==> src/rtl/bonsai_merge_ctrl.sv <==
// Two-way merge of zero-key-terminated sorted runs from two FWFT FIFOs into one output FIFO.
// Optional completed-run counter is built when BONSAI_MERGE_RUN_CNT_EN is defined.
module bonsai_merge_ctrl #(
  parameter int DATA_W     = 64,
  parameter int KEY_W      = 32,
  parameter int DESCENDING = 0,
  parameter int CNT_W      = 16
) (
  input  logic              i_clk,
  input  logic              i_rst_n,
  input  logic [DATA_W-1:0] i_a_data,
  input  logic              i_a_empty,
  output logic              o_a_pop,
  input  logic [DATA_W-1:0] i_b_data,
  input  logic              i_b_empty,
  output logic              o_b_pop,
  output logic [DATA_W-1:0] o_out_data,
  output logic              o_out_push,
  input  logic              i_out_full,
  output logic              o_stall,
  output logic [1:0]        o_state,
  output logic [CNT_W-1:0]  o_run_count
);

  typedef enum logic [1:0] {
    NOMINAL = 2'b00,
    DONE_A  = 2'b01,
    DONE_B  = 2'b10,
    UNUSED  = 2'b11
  } state_t;

  state_t            state_reg, state_next;
  logic [KEY_W-1:0]  key_a, key_b;
  logic              a_term, b_term, a_wins;
  logic              fire, a_pop, b_pop;
  logic [DATA_W-1:0] emit_data;
  logic              out_push_reg;
  logic [DATA_W-1:0] out_data_reg;

  assign key_a  = i_a_data[DATA_W-1 -: KEY_W];
  assign key_b  = i_b_data[DATA_W-1 -: KEY_W];
  assign a_term = (key_a == '0);
  assign b_term = (key_b == '0);
  // Ties always go to A so equal keys keep their stream order.
  assign a_wins = (DESCENDING != 0) ? (key_a >= key_b) : (key_a <= key_b);

  always_comb begin
    state_next = state_reg;
    fire       = 1'b0;
    a_pop      = 1'b0;
    b_pop      = 1'b0;
    emit_data  = '0;
    case (state_reg)
      NOMINAL: begin
        if (i_rst_n && !i_out_full && !i_a_empty && !i_b_empty) begin
          fire = 1'b1;
          if (a_term && b_term) begin
            a_pop = 1'b1;
            b_pop = 1'b1;
          end else if (a_term) begin
            emit_data  = i_b_data;
            b_pop      = 1'b1;
            state_next = DONE_A;
          end else if (b_term) begin
            emit_data  = i_a_data;
            a_pop      = 1'b1;
            state_next = DONE_B;
          end else if (a_wins) begin
            emit_data = i_a_data;
            a_pop     = 1'b1;
          end else begin
            emit_data = i_b_data;
            b_pop     = 1'b1;
          end
        end
      end
      DONE_A: begin
        if (i_rst_n && !i_out_full && !i_b_empty) begin
          fire = 1'b1;
          if (b_term) begin
            a_pop      = 1'b1;
            b_pop      = 1'b1;
            state_next = NOMINAL;
          end else begin
            emit_data = i_b_data;
            b_pop     = 1'b1;
          end
        end
      end
      DONE_B: begin
        if (i_rst_n && !i_out_full && !i_a_empty) begin
          fire = 1'b1;
          if (a_term) begin
            a_pop      = 1'b1;
            b_pop      = 1'b1;
            state_next = NOMINAL;
          end else begin
            emit_data = i_a_data;
            a_pop     = 1'b1;
          end
        end
      end
      default: state_next = NOMINAL;
    endcase
  end

  always_ff @(posedge i_clk or negedge i_rst_n) begin
    if (!i_rst_n) begin
      state_reg    <= NOMINAL;
      out_push_reg <= 1'b0;
      out_data_reg <= '0;
    end else begin
      state_reg    <= state_next;
      out_push_reg <= fire;
      if (fire) out_data_reg <= emit_data;
    end
  end

`ifdef BONSAI_MERGE_RUN_CNT_EN
  logic             run_end;
  logic [CNT_W-1:0] run_count_reg;

  // Popping both heads happens only when the shared terminator is emitted.
  assign run_end = a_pop & b_pop;

  always_ff @(posedge i_clk or negedge i_rst_n) begin
    if (!i_rst_n) run_count_reg <= '0;
    else if (run_end) run_count_reg <= run_count_reg + CNT_W'(1);
  end

  assign o_run_count = run_count_reg;
`else
  assign o_run_count = '0;
`endif

  assign o_a_pop    = a_pop;
  assign o_b_pop    = b_pop;
  assign o_stall    = ~fire;
  assign o_state    = state_reg;
  assign o_out_push = out_push_reg;
  assign o_out_data = out_data_reg;

endmodule

==> config.mk <==
export PLATFORM = sky130hd
export DESIGN_NAME = bonsai_merge_ctrl
export DESIGN_NICKNAME = d
export VERILOG_FILES = /design/src/rtl/bonsai_merge_ctrl.sv
export SDC_FILE = /design/constraint.sdc
export NUM_CORES = 1
export LEC_CHECK = 0
export CAP_MARGIN = 10
export CORE_MARGIN = 5
export CORE_UTILIZATION = 39
export DETAILED_ROUTE_END_ITERATION = 7
export GPL_TIMING_DRIVEN = 0
export PLACE_DENSITY = 0.78
export SLEW_MARGIN = 30
export SYNTH_ARGS = -nofsm -noshare
export SYNTH_HDL_FRONTEND = slang
export SYNTH_SLANG_ARGS = --single-unit
==> constraint.sdc <==
create_clock -name i_clk -period 3.2 [get_ports i_clk]
set_input_delay 0.64 -clock i_clk [delete_from_list [all_inputs] [get_ports i_clk]]
set_output_delay 0.64 -clock i_clk [all_outputs]
set_load 0.02 [all_outputs]
After elaboration in Yosys (flattened, before gate mapping). Index checks and enable logic that the tools add are counted.

Bitwise gates (word level): 1. Reduce and logical (&&, ||, !) cells: 12. $lt $le $gt $ge: 1. Equality and inequality tests: 9. Muxes and demuxes: 39.

Operator list (number): $mux W64 (9); $pmux W64 S3 (1); $logic_not A32 Y1 (2); $le A32 B32 Y1 (1); $mux W1 (17); $mux W2 (8); $ne A2 B2 Y1 const B (6); $pmux W1 S3 (3); $reduce_and A7 Y1 (1); $pmux W2 S3 (1); $logic_and A1 B1 Y1 (5); $logic_not A1 Y1 (3); $ne A3 B3 Y1 const B (1); $eq A2 B1 Y1 const B (1); $eq A2 B2 Y1 const B (1); $logic_not A2 Y1 (1); $not A1 Y1 (1).

Register bits: 67. Logic and storage cells: 65. Output and inout port bits: 86. Bits of input ports: 133.

Depth between registers and ports, before layout.
Depth after elaboration: 7. Depth in mapped cells: 11.

Worst setup path after synthesis. Ideal clock, no wire load.

Kind: input -> output. Start point: in i_b_data[62]. End point: out o_a_pop. Stages on the path: 9. Data arrival time: 2.691 ns. Setup slack: -0.131 ns. Cell sequence: inv_1 > ha_1 > nand4_1 > or4_1 > nor3_1 > a211oi_2 > buf_4 > buf_6 > a221o_1.

Cells in the longest elaborated chain, start to end: 7.

Ends and longest elaborated chain: from (decl) (RTL line 14) `input logic [DATA_W-1:0] i_b_data,`; $le A32 B32 Y1 (RTL line 45) `assign a_wins = (DESCENDING != 0) ? (key_a >= key_b) : (key_a <= key_b);`; $mux W1 (RTL line 68) `end else if (a_wins) begin`; $mux W1 (RTL line 64) `end else if (b_term) begin`; $mux W1 (RTL line 60) `end else if (a_term) begin`; $mux W1 (RTL line 57) `if (a_term && b_term) begin`; $mux W1 (RTL line 55) `if (i_rst_n && !i_out_full && !i_a_empty && !i_b_empty) begin`; $pmux W1 S3 (*) (RTL line 53) `case (state_reg)`; to (decl) (RTL line 13) `output logic o_a_pop,`.

Mark *: on every way between the ends. The rest lies on a longest branch, timed or not.

Final worst setup path.
Start point: in i_a_data[57]. End point: out o_a_pop.

Cells in the longest elaborated chain, start to end: 7.

Ends and longest elaborated chain: from (decl) (RTL line 11) `input logic [DATA_W-1:0] i_a_data,`; $le A32 B32 Y1 (RTL line 45); $mux W1 (RTL line 68); $mux W1 (RTL line 64); $mux W1 (RTL line 60); $mux W1 (*) (RTL line 57); $mux W1 (*) (RTL line 55); $pmux W1 S3 (*) (RTL line 53).

Marked as above.

==> summary.md <==
| Metric | Value |
|---|---|
| Class of the most critical setup path | `in2out` |
| Slew margin rel. | `0.602` |
| GP Congestion | `0.866` |
| GRT overflow | `0` |
| Vias per inst | `6.12` |
| Share of cells above drive strength 1 | `0.271` |
| Drt first pass iters | `5` |
| Final worst-path cycle share | `1.06` |
| Initial Utilization | `0.396` |
| Sw power | `0.00127 W` |
| Die H | `123 um` |
| Worst setup EP type | `primary output` |
| Root buf cell | `clkbuf_16` |
| Dpl ws | `-1.46 ns` |
| Critical Path AT | `~2.8 ns` |
| Clk_skew | `0.00451 ns` |
| Core ar. | `0.0125 mm^2` |
| Vias in the first global route | `6,066` |
| Commonest non-fill, non-tap cells in the layout | `clkdlybuf4s50_1 (134), dfrtp_1 (67), nor2_1 (62)` |
| CTS sink cnt | `67` |
| Area after DPL | `0.00738 mm^2` |
| Most common cell after layout, fill and taps aside | `clkdlybuf4s50_1` |
| Min-Delay Path Class | `in2async` |
| Final Instance Area | `0.00856 mm^2` |
| Syn Inst Count | `545` |
| Yosys warns | `0` |
| Clk pin slew, worst setup/hold paths | `0.06 ns` |
| Final hold violations | `0` |
| Max-cap violations | `0` |
| Slew Viols, Final | `0` |
| Sequential Area | `0.00168 mm^2` |
| DR vias | `6,037` |
| Footprint of the multi-input gates | `between 0.003 and 0.004 mm^2` |
| Final-stage net count | `974` |
| Area share of the largest cell type after synthesis | `0.339` |
| RSZ-0062 raised after global routing | `yes` |
| Fill cell count | `973` |
| Residual DRC | `0` |
| Post-route setup slack | `-0.188 ns` |
| DRT iter0 DRCs | `666` |
| I/O pin cnt | `219` |
| Dpl hpwl | `14,500 um` |
| CP Launch Type | `input pin` |
| Pint | `0.00265 W` |
| Routed Antenna Nets | `0` |
| DR WL/cell | `21.5 um` |
| Largest net degree at the start of global routing | `30` |
| Clock share of power | `0.309` |
| Area Overhead vs Synth | `73.0%` |
| Number of flops mapped to enable cells by yosys | `0` |
| Core Util, Final | `0.684` |
| Peak supply drop | `0.000249 V` |
| Largest cells by area after synthesis | `dfrtp_1 (34%), mux2i_1 (12%), a221oi_1 (11%)` |
| Slew @ Worst Pin | `0.598 ns` |
| Power Density | `458 mW/mm^2` |
| Sequential Power Share | `0.290` |
| Row Count | `41` |
| Clk_lat worst skew | `0.33 ns` |
| Hold WS | `0.131 ns` |
| Initial antenna violation count | `1` |
| Post-synthesis instance area | `0.00495 mm^2` |
| Outcome | `finished, violations left` |
| Min cycle time layout | `3.39 ns` |
| Number of H-tree levels | `3` |
| Combinational Power Share | `0.401` |
| Worst Path Required | `2.56 ns` |
| #FFs+latches synth | `67` |
| GRT Total Usage | `0.267` |
| Hold_buf cts | `0` |
| Net Sw Frac | `0.324` |
| Count of cell types in the netlist | `42` |
| CTS tree | `built` |
| Failing checks | `setup timing` |
| Final setup viols | `2` |
| Async SR Flop Fraction | `1.00` |
| Worst Path Max Fanout | `4` |
| Final WL | `approximately 21,000 um` |
| Num CTS Buffers | `9` |
| Post-route total power | `0.00392 W` |
| Area leader, netlist | `dfrtp_1` |
| First-pass GRT wire length | `31,800 um` |
| Clk buf depth | `2` |
| Leakage | `3.68 nW` |
| Number of port buffers | `between 200 and 250` |
| Syn Area/Cell | `9.08 um^2` |
| Seq/Total Area, Yosys | `0.339` |
| Die width | `approximately 120 um` |
| Fmax | `295 MHz` |
| Primary FF master, synth | `dfrtp_1` |
| Die area | `0.0150 mm^2` |
[layout make-up]
class,instances,area share
plain buffers,55,0.0378
flip-flops and latches,67,0.196
inverters,34,0.0202
well taps,172,0.0251
clock buffers,12,0.0311
multi-input cells,403,0.402
clock inverters,4,0.0111
diodes,1,0.000292
repair buffers,239,0.277
[kinds of logic after synthesis]
| family | Yosys count | share of synthesized area |
|---|---|---|
| buf+inv | 90 | 0.0900 |
| flops | 67 | 0.339 |
| mux | 59 | 0.120 |
| simple gates | 135 | 0.131 |
| compound gates | 161 | 0.239 |
| fa+ha+maj | 32 | 0.0809 |
| other cells | 1 | 0.000757 |
[per-layer routing]
metal	wire length, um	part of all wire	GRT usage	vias up
met4	783	0.037	0.113	0
met2	10700	0.50	0.456	399
met5	0	0	0	-
met3	1770	0.083	0.0502	75
li1	-	-	-	2609
met1	8060	0.38	0.330	2954
[sequential cells by signal, summed over array words and instances (netlist names)]
register / cells
o_state: 2
o_out_push: 1
o_out_data: 64
[critical path: stages]
cell and delay (ns):
buf_4 0.13, ha_4 0.26, nand4_1 0.12, buf_4 0.17, or4_4 0.42, nor3_4 0.26, a211oi_4 0.11, buf_8 0.13
a221o_1 0.34, buf_6 0.15
[path summary, 6_finish.rpt]
path / depth (start not counted) / slack, ns / to / start
worst max-delay path: 10 / -0.19 / o_a_pop / i_a_data[57]
worst min-delay path: 1 / 0.13 / o_out_data[56]$_DFFE_PN0P_ / i_rst_n
worst max register to register: 6 / 0.73 / o_out_data[30]$_DFFE_PN0P_ / o_state[0]$_DFFE_PN0P_
worst min register to register: 2 / 0.53 / o_out_data[63]$_DFFE_PN0P_ / o_out_data[63]$_DFFE_PN0P_
max in group asynchronous: 2 / 2.55 / o_out_data[62]$_DFFE_PN0P_ / i_rst_n
min in group i_clk: 2 / 0.53 / o_out_data[63]$_DFFE_PN0P_ / o_out_data[63]$_DFFE_PN0P_
[through the flow]
step	TNS, ns	std cells
global placement	-258.96	934
CTS	-0.256	979
finish	-0.269	987
detailed placement	-38.43	935
global route	-0.626	987
floorplan	-0.0263	560
[Yosys cell counts (3+ instances only)]
| master | count |
|---|---|
| clkbuf_1 | 27 |
| nor2_1 | 63 |
| a221oi_1 | 60 |
| o22ai_1 | 58 |
| inv_1 | 33 |
| o21ai_0 | 5 |
| nor4_1 | 18 |
| ha_1 | 32 |
| buf_2 | 5 |
| mux2i_1 | 58 |
| buf_4 | 17 |
| nor2b_1 | 3 |
| nand4_1 | 11 |
| a21oi_1 | 17 |
| dfrtp_1 | 67 |
| nor3_1 | 4 |
| a221o_1 | 5 |
| buf_6 | 5 |
| nand2_1 | 16 |
| nand3_1 | 6 |
| and2_1 | 4 |
[power by group through the flow]
stage          combinational, W  clock, W  sequential (W)
2_1_floorplan          0.000462         0         0.00136
3_3_place_gp            0.00138         0         0.00114
3_5_place_dp            0.00142         0         0.00115
4_1_cts                 0.00151   0.00121         0.00113
5_1_grt                 0.00167   0.00125         0.00116
6_report                0.00157   0.00121         0.00114
[repair_timing]
action / 4_1_cts / 5_1_grt
gates cloned: 1 / 0
setup buffers: 28 / 8
pin swaps: 46 / 21
endpoints found under the setup margin: 67 / 3
gates resized for setup: 384 / 55
(Power assumes the default switching activity.)
